<file path="src/rtl/vga_dither_out.sv">
// Video output stage that reduces IN_BITS-per-channel RGB to OUT_BITS per channel.
// It can truncate, apply 2x2 or 4x4 ordered (Bayer) dithering, or apply 4x4
// dithering whose columns rotate once per frame. Pixel and line phase come from
// the sync leading edges. The syncs are delayed so they stay aligned with the colour.
module vga_dither_out #(
  parameter int IN_BITS  = 6,
  parameter int OUT_BITS = 3,
  parameter int SYNC_POL = 0
) (
  input  logic                clk_vga,
  input  logic                reset,
  input  logic                pix_ce,
  input  logic [1:0]          mode,
  input  logic [IN_BITS-1:0]  r_in,
  input  logic [IN_BITS-1:0]  g_in,
  input  logic [IN_BITS-1:0]  b_in,
  input  logic                hs_in,
  input  logic                vs_in,
  output logic [OUT_BITS-1:0] r_out,
  output logic [OUT_BITS-1:0] g_out,
  output logic [OUT_BITS-1:0] b_out,
  output logic                hs_out,
  output logic                vs_out
);

  localparam int D = IN_BITS - OUT_BITS;
  // Threshold scaling from the 4-bit matrix value down or up to D bits.
  localparam int SHR = (D <= 4) ? (4 - D) : 0;
  localparam int SHL = (D > 4) ? (D - 4) : 0;
  localparam logic ACT = (SYNC_POL != 0);
  localparam logic [IN_BITS:0] OUT_MAX = (IN_BITS+1)'((1 << OUT_BITS) - 1);

  // Stage 1 registers: input sample plus the phase that belongs to it.
  logic [IN_BITS-1:0] r_p0, g_p0, b_p0;
  logic               hs_p0, vs_p0;
  logic [1:0]         xph, yph, frm, mode_q;

  logic               hs_lead, vs_lead;
  logic [1:0]         xcol;
  logic [3:0]         m;
  logic [D-1:0]       t;

  // 4x4 Bayer matrix; rows are indexed by y and columns by x.
  function automatic logic [3:0] bayer4(input logic [1:0] x, input logic [1:0] y);
    logic [3:0] v;
    case ({y, x})
      4'h0: v = 4'd0;  4'h1: v = 4'd8;  4'h2: v = 4'd2;  4'h3: v = 4'd10;
      4'h4: v = 4'd12; 4'h5: v = 4'd4;  4'h6: v = 4'd14; 4'h7: v = 4'd6;
      4'h8: v = 4'd3;  4'h9: v = 4'd11; 4'hA: v = 4'd1;  4'hB: v = 4'd9;
      4'hC: v = 4'd15; 4'hD: v = 4'd7;  4'hE: v = 4'd13; default: v = 4'd5;
    endcase
    return v;
  endfunction

  // 2x2 Bayer matrix (0 2 / 3 1).
  function automatic logic [1:0] bayer2(input logic x, input logic y);
    logic [1:0] v;
    case ({y, x})
      2'b00: v = 2'd0;
      2'b01: v = 2'd2;
      2'b10: v = 2'd3;
      default: v = 2'd1;
    endcase
    return v;
  endfunction

  // Scale the 4-bit matrix value into a D-bit threshold.
  function automatic logic [D-1:0] scale_thr(input logic [3:0] mv);
    logic [D+3:0] ext;
    ext = (D+4)'(mv);
    ext = (ext >> SHR) << SHL;
    return ext[D-1:0];
  endfunction

  // Add the threshold, drop the low D bits, and clamp to the output range.
  function automatic logic [OUT_BITS-1:0] dither_sat(input logic [IN_BITS-1:0] c,
                                                     input logic [D-1:0] th);
    logic [IN_BITS:0] s;
    logic [IN_BITS:0] q;
    s = (IN_BITS+1)'(c) + (IN_BITS+1)'(th);
    q = s >> D;
    if (q > OUT_MAX) return OUT_MAX[OUT_BITS-1:0];
    return q[OUT_BITS-1:0];
  endfunction

  assign hs_lead = (hs_in == ACT) && (hs_p0 != ACT);
  assign vs_lead = (vs_in == ACT) && (vs_p0 != ACT);
  assign xcol    = xph + frm;

  // Stage 1 control: sync history, phase counters and the frame-latched mode.
  always_ff @(posedge clk_vga) begin
    if (reset) begin
      hs_p0  <= ~ACT;
      vs_p0  <= ~ACT;
      xph    <= 2'd0;
      yph    <= 2'd0;
      frm    <= 2'd0;
      mode_q <= 2'd0;
    end else if (pix_ce) begin
      hs_p0 <= hs_in;
      vs_p0 <= vs_in;
      xph   <= hs_lead ? 2'd0 : xph + 2'd1;
      if (vs_lead)      yph <= 2'd0;
      else if (hs_lead) yph <= yph + 2'd1;
      if (vs_lead) begin
        frm    <= frm + 2'd1;
        mode_q <= mode;
      end
    end
  end

  // Stage 1 data: colour sample.
  always_ff @(posedge clk_vga) begin
    if (pix_ce) begin
      r_p0 <= r_in;
      g_p0 <= g_in;
      b_p0 <= b_in;
    end
  end

  // Threshold lookup for the pixel held in stage 1.
  always_comb begin
    m = 4'd0;
    case (mode_q)
      2'd1:    m = {bayer2(xph[0], yph[0]), 2'b00};
      2'd2:    m = bayer4(xph, yph);
      2'd3:    m = bayer4(xcol, yph);
      default: m = 4'd0;
    endcase
    t = (mode_q == 2'd0) ? '0 : scale_thr(m);
  end

  // ---- stage 1 -> stage 2 boundary ----
  // Stage 2: dithered, saturated colour and delayed syncs.
  always_ff @(posedge clk_vga) begin
    if (reset) begin
      r_out  <= '0;
      g_out  <= '0;
      b_out  <= '0;
      hs_out <= ~ACT;
      vs_out <= ~ACT;
    end else if (pix_ce) begin
      r_out  <= dither_sat(r_p0, t);
      g_out  <= dither_sat(g_p0, t);
      b_out  <= dither_sat(b_p0, t);
      hs_out <= hs_p0;
      vs_out <= vs_p0;
    end
  end

endmodule

</file>
<file path="config.mk">
export PLATFORM = sky130hd
export DESIGN_NAME = vga_dither_out
export DESIGN_NICKNAME = d
export VERILOG_FILES = /design/src/rtl/vga_dither_out.sv
export SDC_FILE = /design/constraint.sdc
export NUM_CORES = 1
export LEC_CHECK = 0
export ABC_CLOCK_PERIOD_IN_PS = 2300
export BUFFER_PORTS_ARGS = -buffer_cell sky130_fd_sc_hd__buf_4
export CORE_MARGIN = 5
export CORE_UTILIZATION = 45
export CTS_CLUSTER_DIAMETER = 30
export DETAILED_ROUTE_END_ITERATION = 8
export PLACE_DENSITY = 0.7
export SYNTH_ARGS = -nofsm -noshare
export SYNTH_HDL_FRONTEND = slang
export SYNTH_SLANG_ARGS = --single-unit
</file>
<file path="constraint.sdc">
create_clock -name clk_vga -period 2.3 [get_ports clk_vga]
set_clock_uncertainty 0.05 [all_clocks]
set_input_delay 0.46 -clock clk_vga [delete_from_list [all_inputs] [get_ports clk_vga]]
set_output_delay 0.46 -clock clk_vga [all_outputs]
set_load 0.1 [all_outputs]
</file>
==> impl_metrics.json, run 1 <==
{
  "core_um2": 4030,
  "cp-start-kind": "register",
  "start_util": 0.469,
  "grt_setup_unrepaired": "yes",
  "hold_viol": 0,
  "syn-cell-area_um2": 1890,
  "rows": 23,
  "drv_cap": 0,
  "power_mw": 1.55,
  "fin_crit_ns": 2.37,
  "syn_to_final_growth_pct": 30.9,
  "clock_latency_ns": 0.29,
  "status": "finished with violations",
  "synth-edff-count": 18,
  "synth_cells": 180,
  "die_y_um": 74.8,
  "relSlewSlack": 0.499,
  "cts_buffers": 5,
  "clkTransAtPathRegs_ns": 0.08,
  "grt_remaining_overflow": 0,
  "n_antenna_cell": 0,
  "min_path_cells": 1,
  "rr_worst_depth": 10,
  "cpPeakStageDelay_ns": 0.40,
  "cts_tree": "done",
  "synth-seq-area-share": 0.509,
  "grt_usage": 0.159,
  "critPathRequiredTime_ns": 2.45,
  "ys_seq_elements": 39,
  "path_cells": "inv_2 -> ha_4 -> o21ai_2 -> o21ai_2 -> ha_1 -> nand3_2 -> and4bb_2 -> or3_4 -> o211a_1 -> a2111oi_2",
  "fillCellCount": 334,
  "ys.flop_type": "dfxtp_1",
  "dpl_cell_area_um2": 2280,
  "hpwl_um": 2960,
  "yosysUniqueCellTypes": 42,
  "drive_gt1_frac": 0.371,
  "drt_wl_total_um": 4190,
  "avgSynthCellArea_um2": 10.5,
  "cts_buffer_depth": 2,
  "hold_path.class": "in2reg",
  "drt_iter0_drc": 101,
  "power.density_nw_per_um2": 627,
  "path_common_cell": "o21ai_2",
  "synth_fp_nets": 211,
  "antenna_found_initial": 0,
  "worst_slew_pin_slew_ns": 0.747,
  "die_w_um": 74.8,
  "via_count": 1566,
  "failed_checks": "setup timing",
  "final_area_um2": 2470,
  "dr.pass1.iters": 4,
  "ioPinCount": 36,
  "postRouteAntennaNets": 0,
  "path_class": "reg2reg",
  "drc": 0,
  "crit_slowest_cell": "or3_4",
  "viasPerCell": 5.61,
  "tns_ns": -0.105,
  "ctsHoldBuffers": 0,
  "root_buffer": "clkbuf_8",
  "grt_pass1_vias": 1480,
  "cts.sinks": 39,
  "critPathMaxFanout": 3,
  "setup_viol": 2,
  "cp.arrival_ns": 2.52,
  "dieArea_um2": 5590,
  "max_freq_ghz": 0.422,
  "grt_max_degree": 25,
  "htreeDepth": 2,
  "place_congestion": 0.932,
  "setup_ws_ns": -0.0724,
  "vdd_ir_drop_max_v": 0.000389,
  "ys_warn_count": 0,
  "post_drt_wl_per_cell_um": 15.0,
  "final_net_count": 259,
  "timing.final.crit_share": 1.03,
  "portBuffers": 35,
  "p_leak_nw": 0.988,
  "fin_hold_ws_ns": 0.285,
  "drv_slew": 0,
  "grt_pass1_wl_um": 6680,
  "synthArstFlopShare": 0,
  "cp-end-kind": "register"
}
[cells in the final DEF, fill, tap and decap left out, drive strengths merged, types with 3 or more instances in the layout]
cell    netlist  layout
ha            6       6
a211o         4       4
nand2         9       9
mux2i         3       3
a21oi         4       4
a221o         3       3
and4bb        3       3
nor2b         4       4
a211oi        7       7
clkinv        0       3
o21ai         8       8
clkbuf        3       5
nor2         26      26
edfxtp       18      18
o31ai         3       3
xor2          4       4
dfxtp        21      21
nand3         4       4
buf           5      49
a222oi        3       3
and2          5       5
or3           6       6
inv           7       7
o211ai        5       5
[state kept, by name, indices dropped and copies added, names as in the netlist, 3 cells and up]
signal	count
b_p0	6
g_p0	6
r_p0	6
b_out	3
g_out	3
r_out	3
[worst paths after layout]
path                            to           startpoint  slack, ns
max reg2reg  g_out[1]$_SDFFE_PP0P_  xph[0]$_SDFFE_PP0P_      -0.07
max          g_out[1]$_SDFFE_PP0P_  xph[0]$_SDFFE_PP0P_      -0.07
min reg2reg    vs_out$_SDFFE_PP1P_  vs_out$_SDFFE_PP1P_       0.42
min              r_p0[4]$_DFFE_PP_              r_in[4]       0.29
[logic make-up after synthesis]
logic type                 share of synthesized area
AOI/OAI and AO/OA                              0.199
xor gates and xnor gates                      0.0272
adders and majority gates                     0.0398
buffers and inverters                         0.0318
DFF                                            0.509
muxes                                         0.0159
and+or+nand+nor                                0.177
[area by class of cell]
cell class | instances | area, um^2 | share of cell area
flip-flops and latches | 39 | 963 | 0.390
multi-input cells | 126 | 963 | 0.390
repair buffers | 49 | 372 | 0.150
clock buffers | 5 | 68.8 | 0.0278
well taps | 50 | 62.6 | 0.0253
inverters | 7 | 26.3 | 0.0106
clock inverters | 3 | 15.0 | 0.00608
[synthesized netlist by cell type (2+ instances only)]
| cell | instances | area (um^2) |
|---|---|---|
| and4bb_2 | 3 | 37.5 |
| buf_2 | 3 | 15.0 |
| clkbuf_1 | 3 | 11.3 |
| a222oi_1 | 3 | 30.0 |
| or3_1 | 5 | 31.3 |
| o21ai_0 | 8 | 40.0 |
| nor3b_1 | 2 | 15.0 |
| nand2_1 | 9 | 33.8 |
| dfxtp_1 | 21 | 420 |
| edfxtp_1 | 18 | 541 |
| o21a_1 | 2 | 15.0 |
| nor2_1 | 26 | 97.6 |
| xor2_1 | 3 | 26.3 |
| mux2i_1 | 3 | 30.0 |
| a211o_1 | 4 | 35.0 |
| nor3_1 | 2 | 10.0 |
| nand3_1 | 4 | 20.0 |
| a2111oi_2 | 2 | 30.0 |
| a221o_1 | 3 | 30.0 |
| o31ai_1 | 3 | 22.5 |
| ha_1 | 6 | 75.1 |
| nor2b_1 | 4 | 25.0 |
| o211ai_1 | 5 | 37.5 |
| inv_1 | 7 | 26.3 |
| and2_1 | 4 | 25.0 |
| a21oi_1 | 4 | 20.0 |
| buf_1 | 2 | 7.51 |
| a211oi_1 | 7 | 52.6 |
[routing by layer]
layer | share of wire | GRT usage | vias to the layer above
li1 | - | - | 767
met1 | 0.42 | 0.202 | 739
met2 | 0.48 | 0.247 | 49
met3 | 0.066 | 0.0441 | 11
met4 | 0.025 | 0.0830 | 0
met5 | 0 | 0 | -
[metrics by stage]
stage          setup slack [ns]   util  cells
2_1_floorplan           -0.0357      -    180
3_3_place_gp            -0.0489  0.566    269
3_5_place_dp             -0.130  0.566    269
4_1_cts                 -0.0335  0.593    277
5_1_grt                  -0.186  0.613    279
6_report                -0.0724  0.613    279
[where the power goes]
part / switching (mW) / internal [mW] / leakage (nW)
registers: 0.0321 / 0.778 / 0.350
clock network: 0.236 / 0.207 / 0.0477
logic: 0.195 / 0.101 / 0.590
total: 0.463 / 1.09 / 0.988
[timing repair]
| item | in CTS | in global routing |
|---|---|---|
| setup endpoints to repair | 8 | 9 |
| resized for setup | 5 | 15 |
| setup buffers | 0 | 2 |
| cloned | 0 | 0 |
| pin swaps | 8 | 8 |
[worst max-delay path: cells and delay by family (launching register included)]
| kind | cells | cell delay, ns |
|---|---|---|
| buffers and inverters | 1 | 0.06 |
| and+or+nand+nor | 3 | 0.74 |
| adders and majority gates | 2 | 0.44 |
| DFF | 1 | 0.35 |
| AOI/OAI and AO/OA | 4 | 0.65 |
(Power assumes the default switching activity.)
==> inputs of run 2 (changes only) <==
Settings changed: SKIP_CTS_REPAIR_TIMING set to 1.
==> run 2 against run 1 <==
Against the previous run: the run still ends with setup timing left; worst hold slack better by 0.00063 ns; register-to-register slack got worse by 0.05 ns; clock power hardly changed; largest power group unchanged.
==> impl_metrics.json, run 2 (synthesis gave the netlist of run 1 again) <==
{
  "regArea_um2": 966,
  "path_buf_inv": 1,
  "dp_slack_ns": -0.130,
  "multi_input_area_um2": 966,
  "cts_buffer_depth": 2,
  "root_buffer": "clkbuf_8",
  "mostFrequentLayoutCell": "buf_4",
  "post_drt_wl_per_cell_um": 15.2,
  "setup_ws_ns": -0.123,
  "via_count": 1564,
  "grt_setup_unrepaired": "yes",
  "clock_latency_ns": 0.29,
  "p_leak_nw": 0.982,
  "hold_viol": 0,
  "cp-start-kind": "register",
  "pwr-share-comb": 0.191,
  "critPathRequiredTime_ns": 2.45,
  "die_y_um": 74.8,
  "cp.arrival_ns": 2.57,
  "failed_checks": "setup timing",
  "power_mw": 1.55,
  "timing.final.crit_share": 1.05,
  "hold_path.class": "in2reg",
  "start_util": 0.469,
  "drt_iter0_drc": 93,
  "cts_tree": "done",
  "final_net_count": 259,
  "cts.sinks": 39,
  "rows": 23,
  "power.density_nw_per_um2": 626,
  "worst_slew_pin_slew_ns": 0.575,
  "switching_share": 0.298,
  "clkPwrFrac": 0.285,
  "power_frac_seq": 0.524,
  "max_freq_ghz": 0.413,
  "grt_remaining_overflow": 0,
  "cpPeakStageDelay_ns": 0.37,
  "grt_usage": 0.155,
  "path_common_cell": "o21ai_2",
  "dieArea_um2": 5590,
  "path_cells": "inv_2 -> ha_4 -> o21ai_2 -> o21ai_2 -> ha_1 -> nand3_2 -> and4bb_2 -> or3_4 -> o2111a_1 -> a2111oi_2",
  "cts_buffers": 5,
  "grt_pass1_vias": 1490,
  "critical_path.top_delay_family": "compound AO/OA/AOI/OAI gates",
  "relSlewSlack": 0.614,
  "die_w_um": 74.8,
  "critPathMaxFanout": 3,
  "reg_top3": "b_p0 (6), g_p0 (6), r_p0 (6)",
  "grt_max_degree": 25,
  "path_class": "reg2reg",
  "crit_slowest_cell": "dfxtp_2",
  "antenna_found_initial": 0,
  "drv_cap": 0,
  "cp-end-kind": "register",
  "clkTransAtPathRegs_ns": 0.08,
  "drt_wl_total_um": 4230,
  "ff2ff_setup_slack_ns": -0.12,
  "fillCellCount": 337,
  "htreeDepth": 2,
  "ioPinCount": 36,
  "viasPerCell": 5.61,
  "hpwl_um": 2960,
  "core_um2": 4030,
  "internal-power_mw": 1.09,
  "syn_to_final_growth_pct": 30.9,
  "n_antenna_cell": 0,
  "fin_crit_ns": 2.42,
  "postRouteAntennaNets": 0,
  "status": "finished with violations",
  "drv_slew": 0,
  "setup_viol": 3,
  "vdd_ir_drop_max_v": 0.000406,
  "portBuffers": 35,
  "dr.pass1.iters": 5,
  "switching_power_mw": 0.461,
  "grt_pass1_wl_um": 6510,
  "drc": 0,
  "final_cell_mix": "49 x buf_4, 25 x nor2_1, 19 x dfxtp_1",
  "place_congestion": 0.932,
  "drive_gt1_frac": 0.367
}
## run 2: cell counts in the layout (fill, tap and decap cells not counted)
Identical to the previous run, type by type.
## run 2: power groups by stage
| stage | Combinational (mW) | Sequential [mW] | Clock (mW) |
|---|---|---|---|
| after floorplan | 0.0929 | 0.918 | 0 |
| after global placement | 0.277 | 0.822 | 0 |
| after detailed placement | 0.283 | 0.824 | 0 |
| after CTS | 0.284 | 0.809 | 0.458 |
| after global routing | 0.316 | 0.817 | 0.484 |
| final | 0.296 | 0.811 | 0.441 |
## run 2: area by class of cell
cell class,count,area share
flip-flops and latches,39,0.391
repair buffers,49,0.149
clock inverters,3,0.00607
clock buffers,5,0.0278
multi-input cells,126,0.391
inverters,7,0.0106
well taps,50,0.0253
## run 2: metrics by stage
stage          TNS, ns  utilization  hold WS [ns]  cell area, um^2  instances
2_1_floorplan  -0.0468            -         0.420             1900        180
3_3_place_gp   -0.0880        0.566         0.400             2280        269
3_5_place_dp    -0.343        0.566         0.410             2280        269
4_1_cts         -0.493        0.587         0.278             2360        277
5_1_grt         -0.857        0.614         0.272             2470        279
6_report        -0.197        0.614         0.286             2470        279
## run 2: final timing paths
kind,endpoint,from,cells past startpoint
max,b_out[1]$_SDFFE_PP0P_,xph[0]$_SDFFE_PP0P_,10
min,r_p0[4]$_DFFE_PP_,r_in[4],1
max reg2reg,b_out[1]$_SDFFE_PP0P_,xph[0]$_SDFFE_PP0P_,10
min reg2reg,vs_out$_SDFFE_PP1P_,vs_out$_SDFFE_PP1P_,1
## run 2: per-layer routing
layer / GRT usage / part of all wire / up-vias
met2: 0.242 / 0.49 / 38
met5: 0 / 0 / -
met4: 0.0830 / 0.027 / 0
li1: - / - / 769
met3: 0.0441 / 0.057 / 11
met1: 0.194 / 0.43 / 746
==> inputs of run 3 (changes only) <==
Settings changed: BUFFER_PORTS_ARGS -buffer_cell sky130_fd_sc_hd__buf_4 to unset, DONT_BUFFER_PORTS set to 1, PLACE_DENSITY 0.7 to 0.62, SLEW_MARGIN set to 15.
==> run 3 against run 2 <==
Against the previous run: highest routed layer unchanged; combinational power shrank 14%; routed wire length up 6.0%; sequential share of layout area rose by 2.6 points; total power is 0.50% lower; via count shrank 4.6%; global-route usage up 1.8 points; utilization down 3.9 points; register-to-register slack barely moved; fmax increased by 0.51%; the flow still finishes with violations (setup timing); setup slack better by 0.012 ns; critical path depth is the same.
==> impl_metrics.json, run 3 (synthesis gave the netlist of run 1 again) <==
{
  "cp-start-kind": "register",
  "clock_latency_ns": 0.29,
  "dr.pass1.iters": 4,
  "holdCritStartpoint": "reset",
  "cp-end-kind": "register",
  "dp_slack_ns": -0.194,
  "die_y_um": 74.8,
  "die_w_um": 74.8,
  "grt_pass1_wl_um": 7200,
  "clkTransAtPathRegs_ns": 0.08,
  "drc": 0,
  "power_mw": 1.54,
  "root_buffer": "clkbuf_8",
  "grt_remaining_overflow": 0,
  "rows": 23,
  "regArea_um2": 966,
  "htreeDepth": 2,
  "power_frac_seq": 0.526,
  "critPathRequiredTime_ns": 2.44,
  "hold_path.class": "in2reg",
  "final_util": 0.575,
  "worstReg2RegStart": "xph[0]$_SDFFE_PP0P_",
  "max_freq_ghz": 0.415,
  "failed_checks": "setup timing",
  "cpPeakStageDelay_ns": 0.39,
  "mostFrequentLayoutCell": "nor2_1",
  "path_common_cell": "o21ai_2",
  "fillCellCount": 352,
  "timing.final.crit_share": 1.05,
  "syn_to_final_growth_pct": 22.7,
  "grt_pass1_vias": 1562,
  "drv_cap": 0,
  "viasPerCell": 5.85,
  "core_um2": 4030,
  "final_net_count": 235,
  "path_cells": "inv_2 -> ha_4 -> o21ai_2 -> o21ai_2 -> ha_1 -> nand3_2 -> and4bb_2 -> or3_4 -> o2111a_1 -> a2111oi_2",
  "portBuffers": 0,
  "switching_power_mw": 0.445,
  "cts_tree": "done",
  "multi_input_area_um2": 978,
  "critPathLaunch": "xph[0]$_SDFFE_PP0P_",
  "fin_crit_ns": 2.41,
  "ff2ff_setup_slack_ns": -0.11,
  "antenna_found_initial": 0,
  "setup_ws_ns": -0.110,
  "pwr-share-comb": 0.165,
  "relSlewSlack": 0.632,
  "cp.arrival_ns": 2.55,
  "drive_gt1_frac": 0.293,
  "dpl_cell_area_um2": 2100,
  "drv_slew": 0,
  "n_antenna_cell": 0,
  "grt_setup_unrepaired": "yes",
  "crit_slowest_cell": "or3_4",
  "power.density_nw_per_um2": 665,
  "critPathMaxFanout": 3,
  "cts_buffers": 5,
  "setup_viol": 6,
  "switching_share": 0.289,
  "hpwl_um": 3100,
  "internal-power_mw": 1.10,
  "ioPinCount": 36,
  "status": "finished with violations",
  "cts.sinks": 39,
  "reg_top3": "b_p0 (6), g_p0 (6), r_p0 (6)",
  "dieArea_um2": 5590,
  "worst_slew_pin_slew_ns": 0.548,
  "post_drt_wl_per_cell_um": 17.6,
  "postRouteAntennaNets": 0,
  "tns_ns": -0.250,
  "grt_max_degree": 38,
  "drt_wl_total_um": 4480,
  "p_leak_nw": 0.862,
  "clkPwrFrac": 0.310,
  "final_area_um2": 2320,
  "start_util": 0.469,
  "via_count": 1492,
  "path_class": "reg2reg",
  "vdd_ir_drop_max_v": 0.000411,
  "drt_iter0_drc": 79,
  "place_congestion": 0.782,
  "final_cell_mix": "25 x nor2_1, 24 x buf_4, 19 x dfxtp_1",
  "hold_viol": 0,
  "grt_usage": 0.173,
  "cts_buffer_depth": 2
}
## run 3: worst max-delay path, delay by kind of cell, from the launching register on
kind            cells  cell delay, ns
flops               1            0.36
buf+inv             1            0.05
fa+ha+maj           2            0.47
simple gates        3            0.72
compound gates      4            0.67
## run 3: per-stage QoR
stage | hold WS (ns) | instances
2_1_floorplan | 0.420 | 180
3_3_place_gp | 0.399 | 245
3_5_place_dp | 0.408 | 245
4_1_cts | 0.175 | 253
5_1_grt | 0.170 | 255
6_report | 0.182 | 255
## run 3: worst paths after layout
kind,endpoint,depth (start not counted)
max,b_out[1]$_SDFFE_PP0P_,10
max reg2reg,b_out[1]$_SDFFE_PP0P_,10
min reg2reg,vs_out$_SDFFE_PP1P_,1
min,yph[1]$_SDFFE_PP0P_,1
## run 3: cell type report
class / instances / share of cell area
Timing Repair Buffer: 25 / 0.0827
Tap cell: 50 / 0.0270
Clock inverter: 1 / 0.00216
Sequential cell: 39 / 0.417
Inverter: 7 / 0.0113
Multi-Input combinational cell: 126 / 0.422
Clock buffer: 7 / 0.0373
## run 3: routing by layer
layer  share of wire  vias up  track usage
met5               0        -            0
met4           0.020        0       0.0810
met3           0.061       11       0.0467
met2            0.53       46        0.300
met1            0.39      714        0.197
li1                -      721            -
## run 3: power groups by stage
| stage | logic (mW) | registers [mW] | clock network [mW] |
|---|---|---|---|
| final | 0.254 | 0.810 | 0.477 |
| after detailed placement | 0.240 | 0.822 | 0 |
| after floorplan | 0.0929 | 0.918 | 0 |
| after global placement | 0.234 | 0.821 | 0 |
| after global routing | 0.271 | 0.814 | 0.520 |
| after CTS | 0.242 | 0.806 | 0.481 |
